--- config.mk ---
export PLATFORM = sky130hd
export DESIGN_NAME = io_freeze_sequencer_flat
export DESIGN_NICKNAME = d
export VERILOG_FILES = /design/src/rtl/io_freeze_sequencer_pkg.sv /design/src/rtl/io_freeze_sequencer_if.sv /design/src/rtl/io_freeze_sequencer_key_conditioner.sv /design/src/rtl/io_freeze_sequencer.sv /design/src/flat_wrapper.sv
export SDC_FILE = /design/constraint.sdc
export NUM_CORES = 1
export LEC_CHECK = 0
export ABC_AREA = 1
export ABC_CLOCK_PERIOD_IN_PS = 2200
export BUFFER_PORTS_ARGS = -buffer_cell sky130_fd_sc_hd__buf_4
export CORE_MARGIN = 1
export CORE_UTILIZATION = 24
export CTS_CLUSTER_SIZE = 40
export DETAILED_ROUTE_END_ITERATION = 16
export MAX_ROUTING_LAYER = met4
export PLACE_DENSITY = 0.54
export SYNTH_ARGS = -nofsm -noshare
export SYNTH_HDL_FRONTEND = slang
export SYNTH_SLANG_ARGS = --single-unit
export TNS_END_PERCENT = 20
--- constraint.sdc ---
create_clock -name clk -period 2.2 [get_ports clk]
set_input_delay 0.22 -clock clk [delete_from_list [all_inputs] [get_ports clk]]
set_output_delay 0.22 -clock clk [all_outputs]
set_load 0.02 [all_outputs]
--- src/rtl/io_freeze_sequencer_pkg.sv ---
// Shared encodings, default widths and zero-extension helper for the I/O freeze sequencer.
package io_seq_pkg;

  localparam logic [1:0] ST_IDLE     = 2'd0;
  localparam logic [1:0] ST_WAIT_IN  = 2'd1;
  localparam logic [1:0] ST_WAIT_OUT = 2'd2;
  localparam logic [1:0] ST_RELEASE  = 2'd3;

  localparam int DATA_W_DEF     = 32;
  localparam int SW_W_DEF       = 16;
  localparam int CNT_W_DEF      = 16;
  localparam int DEB_CYCLES_DEF = 500000;
  localparam int ZEXT_MAX_W     = 64;

  // Keep only the low w bits of v; callers cast to their own width.
  function automatic logic [ZEXT_MAX_W-1:0] zext(input logic [ZEXT_MAX_W-1:0] v,
                                                 input int unsigned w);
    logic [ZEXT_MAX_W-1:0] m;
    m = (w >= ZEXT_MAX_W) ? '1 : ((ZEXT_MAX_W'(1) << w) - ZEXT_MAX_W'(1));
    return v & m;
  endfunction

endpackage

--- src/rtl/io_freeze_sequencer_if.sv ---
// Control-unit / user-I/O bundle seen by the freeze sequencer.
interface io_freeze_sequencer_if #(
  parameter int DATA_W = 32,
  parameter int SW_W   = 16,
  parameter int CNT_W  = 16
);
  logic              req_in;
  logic              req_out;
  logic              botao;
  logic [SW_W-1:0]   switches;
  logic [DATA_W-1:0] out_data;
  logic              congela;
  logic [DATA_W-1:0] in_data;
  logic              in_we;
  logic [DATA_W-1:0] disp_reg;
  logic [CNT_W-1:0]  io_count;
  logic              conflict;

  modport master (
    output req_in, req_out, botao, switches, out_data,
    input  congela, in_data, in_we, disp_reg, io_count, conflict
  );

  modport slave (
    input  req_in, req_out, botao, switches, out_data,
    output congela, in_data, in_we, disp_reg, io_count, conflict
  );
endinterface

--- src/rtl/io_freeze_sequencer_key_conditioner.sv ---
// Enter-key conditioner: 2-FF synchroniser, optional debounce (IO_DEBOUNCE_EN), rising-edge pulse.
module key_conditioner #(
  parameter int DEB_CYCLES = 500000
) (
  input  logic clk,
  input  logic reset,
  input  logic i_key,
  output logic o_press
);
  logic r_sync1, r_sync2, r_prev;
  logic w_key_q;

  // History resets high so a key held through reset is never taken as a press.
  always_ff @(posedge clk or posedge reset) begin
    if (reset) begin
      r_sync1 <= 1'b1;
      r_sync2 <= 1'b1;
    end else begin
      r_sync1 <= i_key;
      r_sync2 <= r_sync1;
    end
  end

`ifdef IO_DEBOUNCE_EN
  localparam int DCW = $clog2(DEB_CYCLES + 1);
  logic [DCW-1:0] r_cnt;
  logic           r_key_q;

  // Flip only after DEB_CYCLES consecutive samples disagreeing with the current level.
  always_ff @(posedge clk or posedge reset) begin
    if (reset) begin
      r_cnt   <= '0;
      r_key_q <= 1'b1;
    end else if (r_sync2 == r_key_q) begin
      r_cnt <= '0;
    end else if (r_cnt == DCW'(DEB_CYCLES - 1)) begin
      r_cnt   <= '0;
      r_key_q <= r_sync2;
    end else begin
      r_cnt <= r_cnt + DCW'(1);
    end
  end

  assign w_key_q = r_key_q;
`else
  assign w_key_q = r_sync2;
`endif

  always_ff @(posedge clk or posedge reset) begin
    if (reset) r_prev <= 1'b1;
    else       r_prev <= w_key_q;
  end

  assign o_press = w_key_q & ~r_prev;
endmodule

--- src/rtl/io_freeze_sequencer.sv ---
// Freezes the core on IN/OUT until a fresh Enter press, then releases it for one commit cycle.
// Enter debounce is enabled by defining IO_DEBOUNCE_EN.
module io_freeze_sequencer
  import io_seq_pkg::*;
#(
  parameter int DATA_W     = DATA_W_DEF,
  parameter int SW_W       = SW_W_DEF,
  parameter int CNT_W      = CNT_W_DEF,
  parameter int DEB_CYCLES = DEB_CYCLES_DEF
) (
  input logic            clk,
  input logic            reset,
  io_freeze_sequencer_if.slave bus
);
  logic [1:0]        r_state;
  logic [DATA_W-1:0] r_in_data;
  logic              r_in_we;
  logic [DATA_W-1:0] r_disp;
  logic [CNT_W-1:0]  r_count;
  logic              r_conflict;
  logic              w_press;
  logic [DATA_W-1:0] w_sw_ext;

  key_conditioner #(.DEB_CYCLES(DEB_CYCLES)) u_key (
    .clk     (clk),
    .reset   (reset),
    .i_key   (bus.botao),
    .o_press (w_press)
  );

  assign w_sw_ext = DATA_W'(zext(ZEXT_MAX_W'(bus.switches), SW_W));

  // Presses outside WAIT_* are dropped, so a key already high on entry needs a re-press.
  always_ff @(posedge clk or posedge reset) begin
    if (reset) begin
      r_state    <= ST_IDLE;
      r_in_data  <= '0;
      r_in_we    <= 1'b0;
      r_disp     <= '0;
      r_count    <= '0;
      r_conflict <= 1'b0;
    end else begin
      r_in_we <= 1'b0;
      case (r_state)
        ST_IDLE: begin
          if (bus.req_in) begin
            r_state <= ST_WAIT_IN;
            if (bus.req_out) r_conflict <= 1'b1;
          end else if (bus.req_out) begin
            r_state <= ST_WAIT_OUT;
            r_disp  <= bus.out_data;
          end
        end
        ST_WAIT_IN: begin
          if (w_press) begin
            r_in_data <= w_sw_ext;
            r_in_we   <= 1'b1;
            r_count   <= r_count + CNT_W'(1);
            r_state   <= ST_RELEASE;
          end
        end
        ST_WAIT_OUT: begin
          if (w_press) begin
            r_count <= r_count + CNT_W'(1);
            r_state <= ST_RELEASE;
          end
        end
        default: r_state <= ST_IDLE;
      endcase
    end
  end

  assign bus.congela  = (r_state == ST_WAIT_IN) || (r_state == ST_WAIT_OUT);
  assign bus.in_data  = r_in_data;
  assign bus.in_we    = r_in_we;
  assign bus.disp_reg = r_disp;
  assign bus.io_count = r_count;
  assign bus.conflict = r_conflict;
endmodule

--- src/flat_wrapper.sv ---
// flat-port wrapper written by rule: the top's interface ports become plain ports
module io_freeze_sequencer_flat import io_seq_pkg::*;
#(
  parameter int DATA_W     = DATA_W_DEF,
  parameter int SW_W       = SW_W_DEF,
  parameter int CNT_W      = CNT_W_DEF,
  parameter int DEB_CYCLES = DEB_CYCLES_DEF
)
  (clk, reset, bus_req_in, bus_req_out, bus_botao, bus_switches, bus_out_data, bus_congela, bus_in_data, bus_in_we, bus_disp_reg, bus_io_count, bus_conflict);
  io_freeze_sequencer_if #(.DATA_W(DATA_W), .SW_W(SW_W), .CNT_W(CNT_W)) bus_i ();
  input logic clk;
  input logic reset;
  input wire logic [$bits(bus_i.req_in)-1:0] bus_req_in;
  input wire logic [$bits(bus_i.req_out)-1:0] bus_req_out;
  input wire logic [$bits(bus_i.botao)-1:0] bus_botao;
  input wire logic [$bits(bus_i.switches)-1:0] bus_switches;
  input wire logic [$bits(bus_i.out_data)-1:0] bus_out_data;
  output wire logic [$bits(bus_i.congela)-1:0] bus_congela;
  output wire logic [$bits(bus_i.in_data)-1:0] bus_in_data;
  output wire logic [$bits(bus_i.in_we)-1:0] bus_in_we;
  output wire logic [$bits(bus_i.disp_reg)-1:0] bus_disp_reg;
  output wire logic [$bits(bus_i.io_count)-1:0] bus_io_count;
  output wire logic [$bits(bus_i.conflict)-1:0] bus_conflict;
  assign bus_i.req_in = bus_req_in;
  assign bus_i.req_out = bus_req_out;
  assign bus_i.botao = bus_botao;
  assign bus_i.switches = bus_switches;
  assign bus_i.out_data = bus_out_data;
  assign bus_congela = bus_i.congela;
  assign bus_in_data = bus_i.in_data;
  assign bus_in_we = bus_i.in_we;
  assign bus_disp_reg = bus_i.disp_reg;
  assign bus_io_count = bus_i.io_count;
  assign bus_conflict = bus_i.conflict;
  io_freeze_sequencer #(.DATA_W(DATA_W), .SW_W(SW_W), .CNT_W(CNT_W), .DEB_CYCLES(DEB_CYCLES)) u_core (.clk(clk), .reset(reset), .bus(bus_i));
endmodule
# Yosys cells after proc, flatten, opt, wreduce, memory -nomap -nowiden

Index checks and enable logic that the tools add are counted.
Widths: inputs -> output; s select.

Flip-flop bits (word level): 71
Bits in latches: 0
Memory bits (writable): 0
Bits in read-only memories: 0
Input port bits: 53
Output and inout bits: 83
Logic and storage cells: 31
Memories: 0

Add/sub/neg operators: 1
Multipliers: 0
Divide/modulo/power cells: 0
Magnitude comparators: 0
Equality and inequality tests: 4
Shift-type cells: 0
Multiplexer cells: 6
Bitwise logic cells: 3
Reduce and logical (&&, ||, !) cells: 8

Operators with widths:

| operator              | count |
|---|---|
| $add 16x1->16 const B | 1 |
| $mux 2                | 3 |
| $reduce_and 2->1      | 3 |
| $reduce_and 3->1      | 2 |
| $pmux 2 s2            | 1 |
| $ne 3x3->1 const B    | 1 |
| $eq 2x1->1 const B    | 1 |
| $eq 2x2->1 const B    | 1 |
| $logic_not 2->1       | 1 |
| $mux 1                | 2 |
| $ne 2x1->1 const B    | 1 |
| $not 1->1             | 2 |
| $reduce_or 2->1       | 1 |
| $and 1x1->1           | 1 |
| $logic_or 1x1->1      | 1 |

# Longest topological paths before layout

Gate-level depths: netlist (run 1).

Word-level depth: 4
Depth in mapped cells: 9
Mapped depth without buffers: 9

# By module

A second synthesis (run 1) with hierarchy kept.

Cell total of the unflattened synthesis: 288
Area total of the unflattened synthesis: 3229.3 µm²

Modules (own cells, without submodules):

| module              | instances | cells each | area an instance (µm²) | seq. area each (µm²) |
|---|---|---|---|---|
| io_freeze_sequencer | 1         | 282        | 3136.8                 | 1701.6 |
| key_conditioner     | 1         | 6          | 92.6                   | 78.8 |

# Worst setup path before layout (run 1)

No wires, ideal clock.

Kind: register to register
Start: register u_core.r_state[0]
End: register u_core.r_count[9], in the netlist u_core.bus.io_count[9]
Setup time: 0.123 ns
Arrival time: 1.484 ns
Required time: 2.077 ns
Slack: 0.593 ns
Stages on the path, launching flop included: 8
Buffers on the path: 0
Clock period less this slack: 1.607 ns
Path through: dfrtp_1 -> inv_1 -> ha_1 -> nand3_4 -> nor2_4 -> nand2_1 -> o21ai_0 -> nand2_1

Longest elaborated chain between the ends: 3
Elaborated cells on any way between the ends: 4
Classes of those cells: eq/ne (2); reduce/logical (2)

Ends and longest elaborated chain:

| item                                     | line                      | RTL |
|---|---|---|
| start: declaration                       | io_freeze_sequencer.sv:15 | `logic [1:0] r_state;` |
| start signal: assignment                 | io_freeze_sequencer.sv:36 | `r_state <= ST_IDLE;` |
| start signal: assignment                 | io_freeze_sequencer.sv:47 | `r_state <= ST_WAIT_IN;` |
| start signal: assignment                 | io_freeze_sequencer.sv:50 | `r_state <= ST_WAIT_OUT;` |
| $eq 2x2->1 or $eq 2x1->1 (tied branches) | io_freeze_sequencer.sv:44 | `case (r_state)` |
| $reduce_or 2->1 (no source line) *       | --                        |  |
| $reduce_and 2->1 (no source line) *      | --                        |  |
| end signal: assignment                   | io_freeze_sequencer.sv:58 | `r_count <= r_count + CNT_W'(1);` |
| end signal: assignment                   | io_freeze_sequencer.sv:64 | `r_count <= r_count + CNT_W'(1);` |
| end: declaration                         | io_freeze_sequencer.sv:19 | `logic [CNT_W-1:0] r_count;` |

Mark *: on every way between the ends. The rest lies on a longest branch, timed or not.
A chain may end at the register's enable or synchronous reset.

# Worst setup path in the final report (run 1)

Start: register u_core.r_state[0]
End: register u_core.r_disp[29], in the netlist u_core.bus.disp_reg[29]

Longest elaborated chain between the ends: 2

Ends and longest elaborated chain:

| item                              | line                      | RTL |
|---|---|---|
| $logic_not 2->1                   | io_freeze_sequencer.sv:44 |  |
| $reduce_and 3->1 (no source line) | --                        |  |
| end signal: assignment            | io_freeze_sequencer.sv:51 | `r_disp <= bus.out_data;` |
| end: declaration                  | io_freeze_sequencer.sv:18 | `logic [DATA_W-1:0] r_disp;` |

Every way passes these cells.

==> results.json, run 1 <==
{
  "synth_cell_types": 25,
  "wl_per_cell_um": 11.5,
  "hold_path.class": "input pin to flop",
  "mostFrequentLayoutCells": "buf_4 (122), nand2_1 (81), dfrtp_1 (68)",
  "top_usage_layer": "met2",
  "port_buffers": 119,
  "cts_tree": "done",
  "drtIter0Drc": 64,
  "num_vias": 2257,
  "final_core_util_pct": 35.5,
  "post-cts-setup-buffers": 0,
  "ys_seq_area_share_pct": 56.1,
  "cts_root_buf": "clkbuf_16",
  "fin_area_mm2": 0.00453,
  "p_leak_nw": 2.39,
  "finalSetupViolCount": 0,
  "fp.coreArea_mm2": 0.0128,
  "cts_sinks": 71,
  "h-tree-depth": 3,
  "crit_type": "flop to flop",
  "rsz0062_at_grt": "false",
  "nFillCells": 1293,
  "final.setup.tns_ps": 0,
  "gp_congestion": 0.809,
  "largest_reg_flops": 32,
  "dp_cells": 571,
  "drt-total-wl_um": 6760,
  "finalHoldViolations": 0,
  "first_global_vias": 2115,
  "drc": 0,
  "grt_pass1_wl_um": 10500,
  "clock_latency_ps": 330,
  "vdd_drop_max_v": 0.000527,
  "cp_data_arrival_time_ps": 1920,
  "finalMaxSlewViolations": 0,
  "final_common_cell": "buf_4",
  "grt_max_degree": 44,
  "stdcell_count": 589,
  "dp_hpwl_um": 5070,
  "status": "complete, no violations",
  "clk_pin_slew_ps": 60,
  "clockBufferDepth": 2,
  "cts_buffers": 9,
  "viasPerCell": 3.83,
  "ctsHoldBuffers": 2,
  "finClkSkew_ps": 4.93,
  "yosysWarnings": 0,
  "start_util_pct": 24.9,
  "grt_use_met2_pct": 15.5,
  "cp.required_ps": 2410,
  "p_per_area_mw_per_mm2": 1370,
  "drive_gt1_share_pct": 43.9,
  "max_slew.worst_pin.slew_ps": 518,
  "die_area_mm2": 0.0137,
  "dp_slack_ps": 480,
  "relSlewSlack_pct": 65.4,
  "period_needed_ps": 1710,
  "syn2layout_area_growth_pct": 42.8,
  "maxCapViolCount": 0,
  "final_antenna_net_count": 0,
  "dr.pass1.iters": 4,
  "fin_ws_ps": 490,
  "seq_area_mm2": 0.00178,
  "antenna_found_initial": 0,
  "cp-start-kind": "flop",
  "grt_use_met1_pct": 12.8,
  "diodes": 0,
  "pin_count": 136,
  "endpoint_kind": "flop",
  "die_h_um": 117,
  "cts-resized-gates": 0,
  "nNetsFinal": 470,
  "layout_worst_path_cycle_share_pct": 77.7,
  "met3_usage_pct": 3.35,
  "grt_use_total_pct": 10.6,
  "chipWidth_um": 117,
  "critPathMaxFanout": 22,
  "synth.cell_area_mm2": 0.00318,
  "netlist_instances": 282,
  "grt_overflow_total": 0,
  "core.rowCount": 41,
  "dpl_cell_area_mm2": 0.00421,
  "max_freq_mhz": 585,
  "syn_avg_cell_area_um2": 11.3,
  "multi_input_area_mm2": 0.00120,
  "ys_ff_latch": 71
}
==> where the power goes <==
| group | leakage [nW] | switching, W | total, W | internal (W) |
|---|---|---|---|---|
| clock network | 0.146 | 0.000544 | 0.00145 | 0.000909 |
| logic | 1.37 | 0.00131 | 0.00260 | 0.00130 |
| registers | 0.871 | 0.000337 | 0.00216 | 0.00183 |
==> through the flow <==
step                      hold slack, ps  total power [W]
after floorplan                      224          0.00374
after global placement               282          0.00478
after detailed placement             284          0.00482
after CTS                           70.2          0.00633
after global routing                82.5          0.00662
final                               82.3          0.00622
==> worst paths after layout <==
path | from | endpoint | depth (start not counted) | slack, ps
worst max-delay path | u_core.r_state[0]$_DFFE_PP0P_ | u_core.bus.disp_reg[29]$_DFFE_PP0P_ | 7 | 490
worst min-delay path | bus_switches[5] | u_core.bus.in_data[5]$_DFFE_PP0P_ | 3 | 80
worst max register to register | u_core.r_state[0]$_DFFE_PP0P_ | u_core.bus.disp_reg[29]$_DFFE_PP0P_ | 7 | 490
worst min register to register | u_core.u_key.r_sync1$_DFF_PP1_ | u_core.u_key.r_sync2$_DFF_PP1_ | 0 | 360
max in group asynchronous | reset | u_core.u_key.r_sync1$_DFF_PP1_ | 4 | 1070
min in group asynchronous | reset | u_core.bus.disp_reg[13]$_DFFE_PP0P_ | 3 | 480
==> worst max-delay path, cell delays in order (launching register included) <==
cell     delay (ps)
dfrtp_1         390
inv_1            80
ha_1            210
inv_1            70
nor2_2           40
nand2_2          50
buf_4           350
mux2_2          380
==> cells by family (layout without fill, tap and decap cells) <==
logic type | after synthesis | in the layout | synth area share (%)
other | 1 | 16 | 0.118
buffers and inverters | 42 | 162 | 7.84
adders and majority gates | 5 | 5 | 1.97
muxes | 32 | 32 | 14.9
DFF | 71 | 71 | 56.1
AOI/OAI and AO/OA | 8 | 8 | 1.38
xor gates and xnor gates | 9 | 9 | 2.48
and+or+nand+nor | 114 | 114 | 15.2
==> per-layer routing <==
metal,part of all wire (%),up-vias
met1,46,1026
met2,44,93
met4,2.9,0
met5,0,-
met3,6.6,15
li1,-,1123
==> synth_stat cells, drive strengths merged <==
library cell,count,share of area (%)
dfrtp,68,54
nor2,17,2.5
nand4,3,0.59
nand3,6,1.3
dfstp,3,2.5
inv,21,2.5
nand2,83,10
xor2,5,1.4
xnor2,4,1.1
conb,1,0.12
nand3b,1,0.24
buf,21,5.4
o21ai,7,1.1
mux2,32,15
nor3,4,0.63
a31o,1,0.28
ha,5,2.0
==> area by class of cell <==
cell class                      instances  share of cell area (%)
Clock buffer                           11                    5.35
Clock inverter                          5                    1.24
Inverter                               21                    1.77
Multi-Input combinational cell        184                    26.5
Sequential cell                        71                    39.3
Tap cell                              172                    4.75
Timing Repair Buffer                  125                    21.1
(Power assumes the default switching activity.)
==> run 2, diff against run 1 <==
--- a/config.mk
+++ b/config.mk
@@ -5,15 +5,15 @@
 export SDC_FILE = /design/constraint.sdc
 export NUM_CORES = 1
 export LEC_CHECK = 0
-export ABC_AREA = 1
-export ABC_CLOCK_PERIOD_IN_PS = 2200
+export ABC_AREA = 0
+export ABC_CLOCK_PERIOD_IN_PS = 1700
 export BUFFER_PORTS_ARGS = -buffer_cell sky130_fd_sc_hd__buf_4
 export CORE_MARGIN = 1
 export CORE_UTILIZATION = 24
 export CTS_CLUSTER_SIZE = 40
 export DETAILED_ROUTE_END_ITERATION = 16
 export MAX_ROUTING_LAYER = met4
-export PLACE_DENSITY = 0.54
+export PLACE_DENSITY = 0.55
 export SYNTH_ARGS = -nofsm -noshare
 export SYNTH_HDL_FRONTEND = slang
 export SYNTH_SLANG_ARGS = --single-unit
==> constraint.sdc (replaced) <==
create_clock -name clk -period 1.7 [get_ports clk]
set_input_delay 0.17 -clock clk [delete_from_list [all_inputs] [get_ports clk]]
set_output_delay 0.17 -clock clk [all_outputs]
set_load 0.02 [all_outputs]
==> run 2 against run 1 <==
Effect of this change: clock-buffer cell count up 2; hold slack worse by 17 ps; clock power up 33%; cell count down 16%; core utilization up 0.88 points; clock skew down 0.86 ps; first-iteration DRC count down 11%; flip-flop and latch count unchanged; total power up 29%; die area down 7.5%; largest power group unchanged.
==> results.json, run 2 <==
{
  "status": "complete, no violations",
  "grt_max_degree": 44,
  "synth_top_area_share_pct": 58.0,
  "fin_area_mm2": 0.00435,
  "grt_overflow_total": 0,
  "largest_reg_flops": 32,
  "nNetsFinal": 401,
  "clk_pin_slew_ps": 60,
  "power.total_w": 0.00801,
  "die_area_mm2": 0.0127,
  "first_global_vias": 1968,
  "p_leak_nw": 2.11,
  "layout_worst_path_cycle_share_pct": 93.1,
  "critPathMaxFanout": 6,
  "cp_data_arrival_time_ps": 1800,
  "slowest_delay_ps": 360,
  "cp.required_ps": 1910,
  "max_freq_mhz": 632,
  "start_util_pct": 24.5,
  "dp_hpwl_um": 4370,
  "max_slew.worst_pin.slew_ps": 551,
  "cts_root_buf": "clkbuf_16",
  "drt-total-wl_um": 6050,
  "syn_avg_cell_area_um2": 14.1,
  "worst_hold_startpoint": "bus_switches[10]",
  "crit_type": "flop to flop",
  "slowest_stage": "dfrtp_1",
  "dp_cells": 476,
  "nFillCells": 1181,
  "cp-start-kind": "flop",
  "synth-edff-count": 0,
  "grt_pass1_wl_um": 9780,
  "syn2layout_area_growth_pct": 48.3,
  "synthTopCellsByCount": "dfrtp_1 (68), mux2_2 (50), buf_4 (16)",
  "hold_path.class": "input pin to flop",
  "relSlewSlack_pct": 63.3,
  "async_reset_ff_share_pct": 100,
  "synthMostInstantiatedCell": "dfrtp_1",
  "netlist_instances": 208,
  "drtIter0Drc": 57,
  "final_core_util_pct": 36.4,
  "synth.cell_area_mm2": 0.00293,
  "finalSetupViolCount": 0,
  "worstSetupStartpoint": "u_core.r_state[0]$_DFFE_PP0P_",
  "clock_latency_ps": 330,
  "finClkSkew_ps": 4.06,
  "mostFrequentLayoutCells": "buf_4 (126), dfrtp_1 (68), mux2_2 (50)",
  "cts_tree": "done",
  "vdd_drop_max_v": 0.000847,
  "dr.pass1.iters": 4,
  "num_vias": 1999,
  "wl_per_cell_um": 12.2,
  "rsz0062_at_grt": "true",
  "ys_ff_latch": 71,
  "yosys_most_used_dff": "dfrtp_1",
  "port_buffers": 119,
  "final_antenna_net_count": 0,
  "grt_use_total_pct": 10.6,
  "core.rowCount": 40,
  "drc": 0,
  "final_common_cell": "buf_4",
  "fp.coreArea_mm2": 0.0120,
  "gp_congestion": 0.739,
  "synth_cell_types": 28,
  "diodes": 0,
  "r2r_start": "u_core.r_state[0]$_DFFE_PP0P_",
  "ys_top_cells_by_area": "dfrtp_1 (58%), mux2_2 (19%), buf_4 (4.1%)",
  "die_h_um": 113,
  "clockBufferDepth": 2,
  "chipWidth_um": 113,
  "viasPerCell": 4.04,
  "ys_seq_area_share_pct": 60.7,
  "dpl_cell_area_mm2": 0.00400,
  "h-tree-depth": 3,
  "yosysWarnings": 0,
  "cts_sinks": 71,
  "period_needed_ps": 1580,
  "stdcell_count": 495,
  "finalHoldViolations": 0,
  "drive_gt1_share_pct": 59.5,
  "pin_count": 136,
  "cts_buffers": 9,
  "p_per_area_mw_per_mm2": 1840,
  "finalMaxSlewViolations": 0,
  "endpoint_kind": "flop",
  "antenna_found_initial": 0,
  "synth.largest_area_cell": "dfrtp_1",
  "maxCapViolCount": 0,
  "cp_cell_sequence": "inv_2 -> ha_4 -> nand3b_1 -> nor3_4 -> nand4_1 -> xnor2_1"
}
-- run 2: layout make-up --
| cell class | instances | area, um^2 | area share [%] |
|---|---|---|---|
| repair buffers | 129 | 986 | 22.7 |
| clock buffers | 13 | 270 | 6.21 |
| inverters | 5 | 22.5 | 0.518 |
| flip-flops and latches | 71 | 1780 | 40.9 |
| multi-input cells | 127 | 1070 | 24.5 |
| clock inverters | 3 | 40.0 | 0.920 |
| well taps | 147 | 184 | 4.23 |
-- run 2: metrics by stage --
stage          TNS (ps)  hold slack, ps  worst slack, ps
2_1_floorplan      -436             174             -112
3_3_place_gp          0             280             49.8
3_5_place_dp          0             281             4.79
4_1_cts               0            48.6             3.06
5_1_grt           -4.50            48.1            -4.50
6_report              0            64.9              117
-- run 2: final timing paths --
check / to / slack (ps) / depth (start not counted)
max: u_core.bus.io_count[15]$_DFFE_PP0P_ / 120 / 6
min: u_core.bus.in_data[10]$_DFFE_PP0P_ / 60 / 2
max reg2reg: u_core.bus.io_count[15]$_DFFE_PP0P_ / 120 / 6
min reg2reg: u_core.u_key.r_sync2$_DFF_PP1_ / 360 / 0
max in group asynchronous: u_core.bus.io_count[10]$_DFFE_PP0P_ / 750 / 4
min in group asynchronous: u_core.bus.in_data[11]$_DFFE_PP0P_ / 500 / 4
-- run 2: logic make-up (layout without fill, tap and decap cells) --
kind of cell,Yosys count,in the layout,share of synthesized area (%)
simple gates,36,36,6.87
flops,71,71,60.7
xor+xnor,15,15,4.48
buf+inv,25,150,5.42
mux,50,50,19.2
compound gates,5,5,1.07
other cells,1,16,0.128
fa+ha+maj,5,5,2.13
-- run 2: power by group --
| group | internal (W) | leakage (nW) | switching (W) |
|---|---|---|---|
| registers | 0.00237 | 0.862 | 0.000385 |
| logic | 0.00167 | 1.09 | 0.00166 |
| clock network | 0.00125 | 0.156 | 0.000677 |
-- run 2: layer usage --
layer	wire length, um	global-route usage [%]	vias to the layer above
met5	0	-	-
met4	177	7.02	0
met3	380	3.46	14
met2	2840	15.4	86
met1	2650	12.5	958
li1	-	-	941
-- run 2: timing repair --
action,4_1_cts,5_1_grt
buffers inserted,0,1
hold buffers,2,0
endpoints found under the setup margin,2,9
gates resized for setup,0,3
pin swaps,1,2
hold endpoints to repair,26,0
-- run 2: worst max-delay path: cells and delay by family, from the launching register on --
family | cells | cell delay (ps)
XOR/XNOR | 1 | 140
adder cells (fa/ha/maj) | 1 | 280
buffers and inverters | 1 | 70
flip-flops | 1 | 360
AND/OR/NAND/NOR | 3 | 610
==> run 3, diff against run 2 <==
--- a/config.mk
+++ b/config.mk
@@ -13,7 +13,7 @@
 export CTS_CLUSTER_SIZE = 40
 export DETAILED_ROUTE_END_ITERATION = 16
 export MAX_ROUTING_LAYER = met4
-export PLACE_DENSITY = 0.55
+export PLACE_DENSITY = 0.47
 export SYNTH_ARGS = -nofsm -noshare
 export SYNTH_HDL_FRONTEND = slang
 export SYNTH_SLANG_ARGS = --single-unit
==> run 3 against run 2 <==
Effect of this change: hold slack got worse by 2.9 ps; register-to-register slack about the same; flip-flop and latch count unchanged; sequential share of layout area is 0.20 points higher; non-clock buffer count grew 1; via count increased by 1.6%; global-route usage is 0.34 points higher; design area decreased by 0.49%; clock power down 12%.
==> results.json, run 3 (synthesized netlist as in run 2, its figures left out) <==
{
  "fp.coreArea_mm2": 0.0120,
  "drt-total-wl_um": 6240,
  "r2r_start": "u_core.r_state[1]$_DFFE_PP0P_",
  "finClkSkew_ps": 2.32,
  "routed.top_layer": "met4",
  "start_util_pct": 24.5,
  "cts_sinks": 71,
  "h-tree-depth": 3,
  "p_leak_nw": 2.09,
  "p_per_area_mw_per_mm2": 1800,
  "fin_area_mm2": 0.00433,
  "chipWidth_um": 113,
  "clockBufferDepth": 2,
  "dp_hpwl_um": 4440,
  "cts_tree": "done",
  "dpl_cell_area_mm2": 0.00401,
  "clock_latency_ps": 330,
  "final_antenna_net_count": 0,
  "clk_pin_slew_ps": 50,
  "pin_count": 136,
  "dr.pass1.iters": 4,
  "drt-met1-wl_um": 2800,
  "worstSetupStartpoint": "u_core.r_state[1]$_DFFE_PP0P_",
  "status": "complete, no violations",
  "final_common_cell": "buf_4",
  "cts_buffers": 9,
  "critPathMaxFanout": 6,
  "antenna_found_initial": 0,
  "drtIter0Drc": 47,
  "endpoint_kind": "flop",
  "first_global_vias": 2000,
  "final.setup.tns_ps": 0,
  "cp.required_ps": 1920,
  "port_buffers": 119,
  "grt_max_degree": 33,
  "largest_reg_flops": 32,
  "die_h_um": 113,
  "cp_data_arrival_time_ps": 1790,
  "nFillCells": 1201,
  "dr_wl_met3_um": 477,
  "drive_gt1_share_pct": 59.0,
  "finalMaxSlewViolations": 0,
  "finalHoldViolations": 0,
  "grt_use_total_pct": 10.9,
  "max_freq_mhz": 636,
  "num_vias": 2030,
  "vdd_drop_max_v": 0.000833,
  "nNetsFinal": 402,
  "dp_slack_ps": 16.0,
  "wl_met2_um": 2880,
  "layout_worst_path_cycle_share_pct": 92.5,
  "cp-start-kind": "flop",
  "fin_ws_ps": 127,
  "r2r_cells": 6,
  "worst_hold_startpoint": "bus_out_data[30]",
  "wl_per_cell_um": 12.6,
  "core.rowCount": 40,
  "cts_root_buf": "clkbuf_16",
  "mostFrequentLayoutCells": "buf_4 (126), dfrtp_1 (68), mux2_2 (50)",
  "die_area_mm2": 0.0127,
  "diodes": 0,
  "gp_congestion": 0.725,
  "rsz0062_at_grt": "false",
  "whs_path_depth": 2,
  "maxCapViolCount": 0,
  "period_needed_ps": 1570,
  "crit_type": "flop to flop",
  "drc": 0,
  "viasPerCell": 4.09,
  "finalSetupViolCount": 0,
  "grt_overflow_total": 0,
  "syn2layout_area_growth_pct": 47.6,
  "hold_path.class": "input pin to flop",
  "grt_pass1_wl_um": 9990
}
-- run 3: cell types whose count changed in the layout (fill, tap and decap cells not counted) --
cell	change
a22oi_2	+1
buf_12	+1
bufinv_16	-1
clkbuf_8	-2
a22oi_1	-1
clkbuf_1	+3
-- run 3: through the flow --
| step | hold WS (ps) | utilization [%] | std cells | total power (W) |
|---|---|---|---|---|
| after floorplan | 174 | - | 223 | 0.00463 |
| after global placement | 199 | 33.5 | 476 | 0.00603 |
| after detailed placement | 206 | 33.5 | 476 | 0.00607 |
| after CTS | 41.9 | 35.9 | 494 | 0.00784 |
| after global routing | 40.4 | 36.2 | 496 | 0.00829 |
| final | 62.0 | 36.2 | 496 | 0.00779 |
-- run 3: worst paths after layout --
path	slack, ps	to
max in group asynchronous	790	u_core.bus.in_data[10]$_DFFE_PP0P_
max	130	u_core.bus.io_count[9]$_DFFE_PP0P_
max reg2reg	130	u_core.bus.io_count[9]$_DFFE_PP0P_
min	60	u_core.bus.disp_reg[30]$_DFFE_PP0P_
min reg2reg	360	u_core.u_key.r_sync2$_DFF_PP1_
min in group asynchronous	390	u_core.bus.io_count[11]$_DFFE_PP0P_
-- run 3: area by class of cell --
type	count	area (um^2)	share of cell area [%]
Clock inverter	2	10.0	0.231
Timing Repair Buffer	130	1010	23.2
Inverter	5	22.5	0.520
Sequential cell	71	1780	41.1
Clock buffer	14	254	5.87
Multi-Input combinational cell	127	1070	24.8
Tap cell	147	184	4.25
-- run 3: per-layer routing --
layer	global-route usage, %	vias to the layer above
met1	13.0	979
met5	-	-
li1	-	950
met4	4.53	0
met3	5.40	9
met2	15.6	92
-- run 3: critical path, cell delays in order (launching register included) --
cell,delay [ps]
dfrtp_1,360
inv_2,70
ha_4,270
nand3b_1,140
nor3_4,320
nand4_1,160
xnor2_1,140
-- run 3: power by group --
part           internal, W  switching, W  leakage, nW
Clock              0.00102      0.000668        0.131
Combinational      0.00168       0.00168         1.10
Sequential         0.00237      0.000370        0.862
Total              0.00507       0.00271         2.09
-- run 3: timing repair --
| action | 4_1_cts | 5_1_grt |
|---|---|---|
| resized for setup | 0 | 4 |
| hold buffers | 2 | 0 |
| endpoints found under the setup margin | 0 | 8 |
| endpoints found under the hold margin | 12 | 0 |
| setup buffers | 0 | 2 |
